[src/rtl/rf_sched_pkg.sv]
// -----------------------------------------------------------------------------
// rf_sched_pkg
// Shared definitions for the register-file write scheduler:
//   - sched_state_e : scheduler state encoding (ST_INIT, ST_RUN)
//   - clog2         : elaboration-time ceiling log2 used to size index fields
//   - DEF_*         : default widths used by the scheduler and its users
// Optional feature macro used by the scheduler: RF_WRITE_SCHED_INIT_EN.
// -----------------------------------------------------------------------------
package rf_sched_pkg;

    typedef enum logic [0:0] {
        ST_INIT = 1'b0,
        ST_RUN  = 1'b1
    } sched_state_e;

    localparam int DEF_NUM_REQ    = 4;
    localparam int DEF_DATA_WIDTH = 32;
    localparam int DEF_ADDR_WIDTH = 4;

    // Ceiling log2; returns at least 1 so a 2-requester index is still 1 bit wide.
    function automatic int clog2(input int value);
        int result;
        result = 1;
        for (int i = 1; i < 31; i++) begin
            if ((32'sd1 << i) < value) begin
                result = i + 1;
            end else begin
                result = result;
            end
        end
        return result;
    endfunction

endpackage

[src/rtl/rf_write_scheduler_arbiter.sv]
// -----------------------------------------------------------------------------
// rf_rr_arbiter
// Purely combinational round-robin picker. Scans the request vector starting
// at ptr+1 (mod NUM_REQ) and returns the first asserted requester. The
// pointer register itself lives in the parent so it only advances on an
// actual transfer.
// Ports:
//   req     in  NUM_REQ  request vector
//   ptr     in  IDX_W    index of the most recent winner
//   gnt     out NUM_REQ  one-hot grant (zero when no request)
//   gnt_idx out IDX_W    binary index of the granted requester
//   gnt_any out 1        some requester was granted
// -----------------------------------------------------------------------------
module rf_rr_arbiter
    import rf_sched_pkg::*;
#(
    parameter int NUM_REQ = DEF_NUM_REQ,
    parameter int IDX_W   = clog2(DEF_NUM_REQ)
) (
    input  logic [NUM_REQ-1:0] req,
    input  logic [IDX_W-1:0]   ptr,
    output logic [NUM_REQ-1:0] gnt,
    output logic [IDX_W-1:0]   gnt_idx,
    output logic               gnt_any
);

    logic [IDX_W-1:0] cand_s;

    // Rotating priority scan: offset 1 first, offset NUM_REQ (the last winner) last.
    always_comb begin
        gnt     = '0;
        gnt_idx = '0;
        gnt_any = 1'b0;
        cand_s  = '0;
        for (int k = 1; k <= NUM_REQ; k++) begin
            cand_s = IDX_W'((int'(ptr) + k) % NUM_REQ);
            if (!gnt_any && req[cand_s]) begin
                gnt[cand_s] = 1'b1;
                gnt_idx     = cand_s;
                gnt_any     = 1'b1;
            end else begin
                gnt_any = gnt_any;
            end
        end
    end

endmodule

[src/rtl/rf_write_scheduler.sv]
// -----------------------------------------------------------------------------
// rf_write_scheduler
// Shares the single write port of a LUT-RAM register file among NUM_REQ
// requesters using round-robin valid/ready arbitration. The accepted request
// is registered and driven onto WE/ADDR_IN/D_IN one cycle after the transfer;
// those registered signals double as the bypass view of the in-flight write.
//
// Optional feature (macro RF_WRITE_SCHED_INIT_EN): after reset an INIT state
// sweeps every entry 0..DEPTH-1 with INIT_VALUE before requests are accepted.
// The DEPTH and INIT_VALUE parameters exist only when the macro is defined.
// Without it the scheduler comes out of reset directly in RUN.
//
// Ports:
//   CLK        in  1                   clock
//   rst_n      in  1                   asynchronous active-low reset
//   req_valid  in  NUM_REQ             per-requester write request
//   req_ready  out NUM_REQ             per-requester accept (one-hot or zero)
//   req_addr   in  NUM_REQ*ADDR_WIDTH  request i at [i*ADDR_WIDTH +: ADDR_WIDTH]
//   req_data   in  NUM_REQ*DATA_WIDTH  request i at [i*DATA_WIDTH +: DATA_WIDTH]
//   hold       in  1                   no new grants while high
//   WE         out 1                   register file write enable
//   ADDR_IN    out ADDR_WIDTH          register file write address
//   D_IN       out DATA_WIDTH          register file write data
//   grant_id   out clog2(NUM_REQ)      requester owning the current WE cycle
//   init_done  out 1                   high once requests are being accepted
// -----------------------------------------------------------------------------
module rf_write_scheduler
    import rf_sched_pkg::*;
#(
    parameter int NUM_REQ    = DEF_NUM_REQ,
    parameter int DATA_WIDTH = DEF_DATA_WIDTH,
    parameter int ADDR_WIDTH = DEF_ADDR_WIDTH
`ifdef RF_WRITE_SCHED_INIT_EN
    ,
    parameter int                    DEPTH      = 1 << ADDR_WIDTH,
    parameter logic [DATA_WIDTH-1:0] INIT_VALUE = {DATA_WIDTH{1'b0}}
`endif
) (
    input  logic                          CLK,
    input  logic                          rst_n,
    input  logic [NUM_REQ-1:0]            req_valid,
    output logic [NUM_REQ-1:0]            req_ready,
    input  logic [NUM_REQ*ADDR_WIDTH-1:0] req_addr,
    input  logic [NUM_REQ*DATA_WIDTH-1:0] req_data,
    input  logic                          hold,
    output logic                          WE,
    output logic [ADDR_WIDTH-1:0]         ADDR_IN,
    output logic [DATA_WIDTH-1:0]         D_IN,
    output logic [clog2(NUM_REQ)-1:0]     grant_id,
    output logic                          init_done
);

    localparam int IDX_W = clog2(NUM_REQ);

    logic [NUM_REQ-1:0]    gnt_s;
    logic [IDX_W-1:0]      gnt_idx_s;
    logic                  gnt_any_s;
    logic                  run_s;
    logic                  xfer_s;
    logic [NUM_REQ-1:0]    ready_s;
    logic [ADDR_WIDTH-1:0] sel_addr_s;
    logic [DATA_WIDTH-1:0] sel_data_s;

    logic [IDX_W-1:0]      ptr_r;
    logic                  we_r;
    logic [ADDR_WIDTH-1:0] addr_r;
    logic [DATA_WIDTH-1:0] data_r;
    logic [IDX_W-1:0]      gid_r;
    logic                  init_done_r;

    rf_rr_arbiter #(
        .NUM_REQ (NUM_REQ),
        .IDX_W   (IDX_W)
    ) u_arb (
        .req     (req_valid),
        .ptr     (ptr_r),
        .gnt     (gnt_s),
        .gnt_idx (gnt_idx_s),
        .gnt_any (gnt_any_s)
    );

`ifdef RF_WRITE_SCHED_INIT_EN
    localparam logic [ADDR_WIDTH-1:0] LAST_ADDR = ADDR_WIDTH'(DEPTH - 1);

    sched_state_e          state_r;
    logic [ADDR_WIDTH-1:0] sweep_r;

    // INIT sweep counter; leaves INIT on the cycle that issues the last entry.
    always_ff @(posedge CLK or negedge rst_n) begin
        if (!rst_n) begin
            state_r <= ST_INIT;
            sweep_r <= '0;
        end else if (state_r == ST_INIT) begin
            sweep_r <= sweep_r + ADDR_WIDTH'(1);
            if (sweep_r == LAST_ADDR) begin
                state_r <= ST_RUN;
            end else begin
                state_r <= ST_INIT;
            end
        end else begin
            state_r <= ST_RUN;
            sweep_r <= sweep_r;
        end
    end

    assign run_s = (state_r == ST_RUN);
`else
    assign run_s = 1'b1;
`endif

    // Ready is combinational on valid so a request can transfer in the cycle it appears.
    always_comb begin
        if (run_s && !hold) begin
            ready_s = gnt_s;
        end else begin
            ready_s = '0;
        end
    end

    assign req_ready = ready_s;
    // A grant always implies the corresponding valid, so this is valid & ready.
    assign xfer_s    = gnt_any_s & run_s & ~hold;

    // One-hot grant selects the winner's address and data slice.
    always_comb begin
        sel_addr_s = '0;
        sel_data_s = '0;
        for (int i = 0; i < NUM_REQ; i++) begin
            if (gnt_s[i]) begin
                sel_addr_s = req_addr[i*ADDR_WIDTH +: ADDR_WIDTH];
                sel_data_s = req_data[i*DATA_WIDTH +: DATA_WIDTH];
            end else begin
                sel_addr_s = sel_addr_s;
            end
        end
    end

    // Write-port pipeline register and round-robin pointer; pointer moves only on a transfer.
    always_ff @(posedge CLK or negedge rst_n) begin
        if (!rst_n) begin
            we_r   <= 1'b0;
            addr_r <= '0;
            data_r <= '0;
            gid_r  <= '0;
            ptr_r  <= IDX_W'(NUM_REQ - 1);
        end else begin
`ifdef RF_WRITE_SCHED_INIT_EN
            if (!run_s) begin
                we_r   <= 1'b1;
                addr_r <= sweep_r;
                data_r <= INIT_VALUE;
                gid_r  <= '0;
            end else
`endif
            if (xfer_s) begin
                we_r   <= 1'b1;
                addr_r <= sel_addr_s;
                data_r <= sel_data_s;
                gid_r  <= gnt_idx_s;
                ptr_r  <= gnt_idx_s;
            end else begin
                // ADDR_IN/D_IN hold their last value; only the enable drops.
                we_r   <= 1'b0;
            end
        end
    end

    // init_done is a registered copy of "in RUN".
    always_ff @(posedge CLK or negedge rst_n) begin
        if (!rst_n) begin
            init_done_r <= 1'b0;
        end else begin
            init_done_r <= run_s;
        end
    end

    assign WE        = we_r;
    assign ADDR_IN   = addr_r;
    assign D_IN      = data_r;
    assign grant_id  = gid_r;
    assign init_done = init_done_r;

endmodule

[config.mk]
export PLATFORM = sky130hd
export DESIGN_NAME = rf_write_scheduler
export DESIGN_NICKNAME = d
export VERILOG_FILES = /design/src/rtl/rf_sched_pkg.sv /design/src/rtl/rf_write_scheduler_arbiter.sv /design/src/rtl/rf_write_scheduler.sv
export SDC_FILE = /design/constraint.sdc
export NUM_CORES = 1
export LEC_CHECK = 0
export ABC_AREA = 1
export CAP_MARGIN = 10
export CORE_ASPECT_RATIO = 1.1
export CORE_UTILIZATION = 42
export CTS_CLUSTER_DIAMETER = 150
export DETAILED_ROUTE_END_ITERATION = 16
export PLACE_DENSITY = 0.84
export SLEW_MARGIN = 20
export SYNTH_ARGS = -nofsm -noshare
export SYNTH_HDL_FRONTEND = slang
export SYNTH_SLANG_ARGS = --single-unit
[constraint.sdc]
create_clock -name CLK -period 3.43 [get_ports CLK]
set_input_delay 0.343 -clock CLK [delete_from_list [all_inputs] [get_ports CLK]]
set_output_delay 0.343 -clock CLK [all_outputs]
set_load 0.05 [all_outputs]
==> impl_metrics.csv, run 1 <==
group,metric,value,unit
timing,fmax,311,MHz
setup_path,crit_type,"register to output pin",
run_status,outcome,"complete, no violations",
timing,fin_crit_sh,93.7,%
min_path,hold_path.class,"input pin to async pin",
detailed_routing,wl_per_cell,13.7,microns
timing,rsz0062_at_grt,"no",
yosys,syn_avg_cell_area,6.58,sq um
clocking,cts-htree-levels,2,
clocking,cts-buffers-inserted,5,
yosys,ys_types,31,
yosys,syn_area,3960,sq um
timing,report.final.hold_viol_count,0,
timing,fin_tns_setup,0,ns
clocking,cts.sinks,42,
setup_path,arrival,2.87,ns
yosys,synth-seq-cells,42,
global_route,grt_overflow,0,
clocking,clock_latency,0.30,ns
detailed_routing,wl,12.3,mm
layout,area_growth,50.4,%
setup_path,worstPathRequired,3.09,ns
setup_path,cp-start-kind,"register",
yosys,synth_top_cell_area_share,27.4,%
floorplanning,io_pins,195,
floorplanning,initial_core_util,43.9,%
detailed_routing,drtAntennaViolNets,0,
detailed_routing,post-route-drc-count,0,
yosys,synth_area_leaders,"nand2_1 27%, dfrtp_1 25%, a21oi_2 11%",
detailed_routing,firstDrtPassIters,4,
placement,gp_congestion,0.833,
floorplanning,rows,36,
clocking,postCtsSetupRepairBufs,0,
placement,dp_hpwl,8.98,mm
layout,fin_cells,895,
yosys,yosysTopAreaCell,"nand2_1",
global_route,antenna_found_initial,0,
placement,placed_cells,885,
run,max-cap-violations,0,
yosys,syn_nets,761,
detailed_routing,drtIter0Drc,143,
clocking,clockBufferDepth,2,
clocking,path_clk_slew,0.09,ns
global_route,grt_max_degree,62,
timing,setup-violations-final,0,
timing,relSlewSlack,56.5,%
layout,drive_gt1_share,12.0,%
global_route,grt_pass1_wl,19.1,mm
detailed_routing,vias_per_cell,4.86,
setup_path,cp_max_fo,14,
floorplanning,die_area,9820,sq um
placement,portBuffers,194,
timing,drv_slew,0,
timing,fin_crit,3.22,ns
yosys,yosysWarnings,0,
floorplanning,die_height,104,microns
clocking,cts-root-buf,"clkbuf_8",
layout,num-fill-cells,781,
timing,skew,0.00408,ns
global_route,grt_usage,24.1,%
clocking,hold_buffers,0,
detailed_routing,num_vias,4353,
yosys,seq_area_frac_synth,26.6,%
setup_path,end_kind,"output pin",
timing,tightest_slew,0.652,ns
floorplanning,die_w,94.6,microns
global_route,grt_pass1_vias,4206,
yosys,synthCells,602,
floorplanning,core-area,9010,sq um
layout,layout.nets,939,
clocking,cts_tree,"built",
layout,antenna_cells,0,
## through the flow
step,hold slack [ns],util (%),area [sq um],setup slack (ns)
after floorplan,0.0474,-,3960,0.653
after global placement,0.460,64.6,5820,0.544
after detailed placement,0.464,64.6,5820,0.472
after CTS,0.223,65.7,5920,0.192
after global routing,0.0587,66.1,5950,0.0267
final,0.0400,66.1,5950,0.215
## synthesized netlist by cell type
cell and number:
a21boi_0 1, a21boi_2 2, a21oi_1 61, a21oi_2 50
a22oi_2 1, buf_12 3, buf_2 6, buf_4 5
buf_6 13, clkbuf_8 4, conb_1 1, dfrtp_1 40
dfstp_2 2, dlymetal6s2s_1 1, ha_1 8, inv_1 87
inv_2 2, nand2_1 289, nand2_2 2, nand2_4 2
nand2_8 1, nand3_1 4, nand3_2 1, nand3_4 5
nand4_1 3, nor2_2 1, nor2_4 2, o2111ai_1 1
o21ai_1 2, o21ai_2 1, o31ai_1 1
## worst max-delay path, stage by stage, from the launching register on
cell,delay (ns)
dfstp_2,0.60
inv_1,0.18
ha_1,0.40
inv_1,0.12
nand3_4,0.13
nand2_8,0.08
nor2_4,0.17
nand3_1,0.13
inv_1,0.10
nand2_1,0.12
nand3_4,0.22
nand2_1,0.08
inv_1,0.10
buf_12,0.14
## worst paths after layout
kind                                end  slack, ns  cells past startpoint  startpoint
min reg2reg                    D_IN[16]       0.48                      2    D_IN[16]
max reg2reg                    D_IN[18]       0.45                     14    ptr_r[0]
min in group CLK               D_IN[16]       0.48                      2    D_IN[16]
max in group asynchronous      D_IN[15]       2.87                      2       rst_n
max                        req_ready[3]       0.21                     13    ptr_r[1]
min                            D_IN[25]       0.04                      1       rst_n
## per-layer routing
layer / global-route usage, % / up-vias / wire [microns]
met5: 0 / - / 0
met4: 8.98 / 0 / 358
met3: 4.26 / 28 / 776
met2: 41.3 / 174 / 5990
met1: 29.5 / 1955 / 5150
li1: - / 2196 / -
## final cells by class
class	count	area, sq um	area share [%]
repair buffers	202	2080	35.0
clock buffers	6	82.6	1.39
well taps	114	143	2.40
flip-flops and latches	42	1050	17.7
multi-input cells	440	2250	37.7
clock inverters	2	12.5	0.210
inverters	89	334	5.61
## cells by family after synthesis
logic type / Yosys count / synth area share, %
AOI/OAI and AO/OA: 120 / 20.7
adders and majority gates: 8 / 2.53
buffers and inverters: 121 / 17.1
DFF: 42 / 26.6
other: 1 / 0.0947
and+or+nand+nor: 310 / 33.0
## cell usage in the layout, fill, tap and decap left out, types with 2 or more instances in the layout
cell             count
ha_1                 8
nand2_2              2
dfstp_2              2
inv_1               87
buf_12               6
nor2_4               2
nand3_4              5
dfrtp_1             40
nand2_4              2
a21boi_2             2
o21ai_1              2
a21oi_2             50
clkbuf_8             6
nand4_1              3
a21oi_1             61
clkdlybuf4s50_1    189
nand2_1            289
nand3_2              2
inv_2                2
buf_4                5
nand3_1              4
## registers in the layout, summed over array words and instances, names as in the netlist
signal and count:
ptr_r 2, WE 1, D_IN 32, grant_id 2, init_done 1, ADDR_IN 4
## timing repair
item | 4_1_cts | 5_1_grt
setup endpoints to repair | 0 | 1
resized for setup | 0 | 0
endpoints found under the hold margin | 0 | 0
Power of run 1 is not shown: default switching activity piles up to over one toggle a cycle in this logic, so the estimate is an artifact.
==> run 2, diff against run 1 <==
SKIP_CTS_REPAIR_TIMING = 1   (was not set)
==> results of run 2 <==
No change in the layout: final DEF, timing and power equal those of run 1.
Power of run 2 is left out for the same reason.
==> run 3, diff against run 2 <==
CORE_ASPECT_RATIO = not set   (was 1.1)
CTS_CLUSTER_SIZE = 12   (was not set)
==> run 3 against run 2 <==
  * Sequential cell count is the same
  * Critical path type unchanged
  * Largest cell class unchanged
  * Worst setup slack gained 0.023 ns
  * Die area is essentially flat
  * Global-route usage grew 0.46 points
  * Critical endpoint unchanged
  * Via count grew 1.3%
  * Critical path depth is the same
  * Sequential share of layout area shrank 0.059 points
  * First-iteration DRC count grew 5.6%
==> impl_metrics.csv, run 3 (synthesis gave the netlist of run 1 again) <==
group,metric,value,unit
run_status,outcome,"complete, no violations",
global_route,grt_max_degree,54,
timing,report.final.hold_viol_count,0,
timing,tightest_slew,0.665,ns
detailed_routing,wl_per_cell,13.6,microns
clocking,clock_latency,0.30,ns
floorplanning,initial_core_util,43.0,%
detailed_routing,vias_per_cell,4.92,
layout,drive_gt1_share,12.4,%
layout,largest_reg_flops,32,
setup_path,arrival,2.85,ns
power,cellLeakagePower,0.00312,uW
floorplanning,die_area,9820,sq um
timing,drv_slew,0,
layout,layout.nets,943,
timing,fin_crit,3.19,ns
placement,dp_hpwl,9.11,mm
detailed_routing,drtIter0Drc,151,
setup_path,r2r_cells,14,
global_route,grt_pass1_wl,19.4,mm
detailed_routing,firstDrtPassIters,4,
global_route,grt_overflow,0,
min_path,hold_path.class,"input pin to async pin",
setup_path,worstReg2RegStart,"ptr_r[0]",
detailed_routing,wl,12.2,mm
clocking,cts_tree,"built",
floorplanning,io_pins,195,
floorplanning,die_height,99.1,microns
layout,num-fill-cells,829,
clocking,clockBufferDepth,2,
timing,relSlewSlack,55.7,%
setup_path,crit_type,"register to output pin",
placement,gp_congestion,0.881,
setup_path,crit_end,"req_ready[3]",
global_route,antenna_found_initial,0,
power,powerDensity,1270,nW/um^2
clocking,cts-htree-levels,2,
layout,area_growth,50.9,%
global_route,grt_pass1_vias,4220,
detailed_routing,num_vias,4409,
run,max-cap-violations,0,
clocking,cts-root-buf,"clkbuf_8",
layout,final_common_cell,"nand2_1",
setup_path,reg2reg_to,"D_IN[14]",
layout,layout_common_cells,"289 x nand2_1, 189 x clkdlybuf4s50_1, 87 x inv_1",
floorplanning,core-area,9200,sq um
setup_path,worstPathRequired,3.09,ns
floorplanning,die_w,99.1,microns
timing,setup-violations-final,0,
timing,fin_tns_setup,0,ns
setup_path,cp-start-kind,"register",
clocking,path_clk_slew,0.09,ns
global_route,grt_usage,24.5,%
setup_path,cp_max_fo,20,
setup_path,crit_path_start,"ptr_r[1]",
timing,holdWs,0.458,ns
timing,fmax,313,MHz
setup_path,end_kind,"output pin",
floorplanning,rows,35,
clocking,cts.sinks,42,
clocking,cts-buffers-inserted,5,
timing,fin_crit_sh,93.1,%
detailed_routing,drtAntennaViolNets,0,
timing,skew,0.00773,ns
layout,antenna_cells,0,
setup_path,r2r_slack,0.41,ns
placement,portBuffers,194,
timing,rsz0062_at_grt,"no",
detailed_routing,post-route-drc-count,0,
power,ir_drop,0.000562,V
[run 3: cell types whose count changed in the layout (fill, tap and decap cells not counted)]
cell / before / now
clkinv_2: 1 / 2
buf_16: 1 / 0
nand3_2: 2 / 1
clkinvlp_4: 1 / 0
clkbuf_8: 6 / 5
bufinv_16: 0 / 1
buf_4: 5 / 10
dlygate4sd3_1: 0 / 1
[run 3: worst min path at each step]
stage / end / slack (ns)
floorplan: ADDR_IN[0] / 0.05
CTS: D_IN[23] / 0.23
detailed placement: D_IN[24] / 0.46
finish: D_IN[23] / 0.46
global placement: D_IN[30] / 0.46
global route: D_IN[23] / 0.48
[run 3: metal layers]
| layer | vias up | track usage [%] | part of all wire [%] |
|---|---|---|---|
| met4 | 0 | 9.16 | 3.1 |
| met5 | - | 0 | 0 |
| met3 | 32 | 4.82 | 6.6 |
| li1 | 2200 | - | - |
| met2 | 189 | 43.0 | 49 |
| met1 | 1988 | 29.7 | 42 |
[run 3: layout make-up]
cell class	count	area (sq um)	share of cell area, %
Multi-Input combinational cell	439	2240	37.4
Timing Repair Buffer	207	2100	35.2
Sequential cell	42	1050	17.6
Inverter	89	334	5.59
Tap cell	111	139	2.32
Clock buffer	5	68.8	1.15
Clock inverter	3	40.0	0.670
[run 3: metrics by stage]
stage	util [%]	worst slack [ns]	instances	instance area (sq um)	power (uW)
after floorplan	-	0.653	602	3960	6090
after global placement	63.5	0.488	886	5840	7080
after detailed placement	63.5	0.387	886	5840	7230
after CTS	64.6	0.229	894	5940	7640
after global routing	65.0	0.0567	896	5970	8310
final	65.0	0.238	896	5970	7600
[run 3: critical path: stages, from the launching register on]
cell and delay, ns:
dfstp_2 0.61, inv_1 0.18, ha_1 0.40, inv_1 0.11
nand3_4 0.12, nand2_8 0.08, nor2_4 0.16, nand3_1 0.12
inv_1 0.10, nand2_1 0.09, nand3_4 0.24, nand2_1 0.08
inv_1 0.11, buf_12 0.14
[run 3: where the power goes]
group / switching, uW / internal, uW
combinational: 4070 / 2220
sequential: 143 / 762
clock: 183 / 215
total: 4400 / 3200
Power figures use the tool's default switching activity.
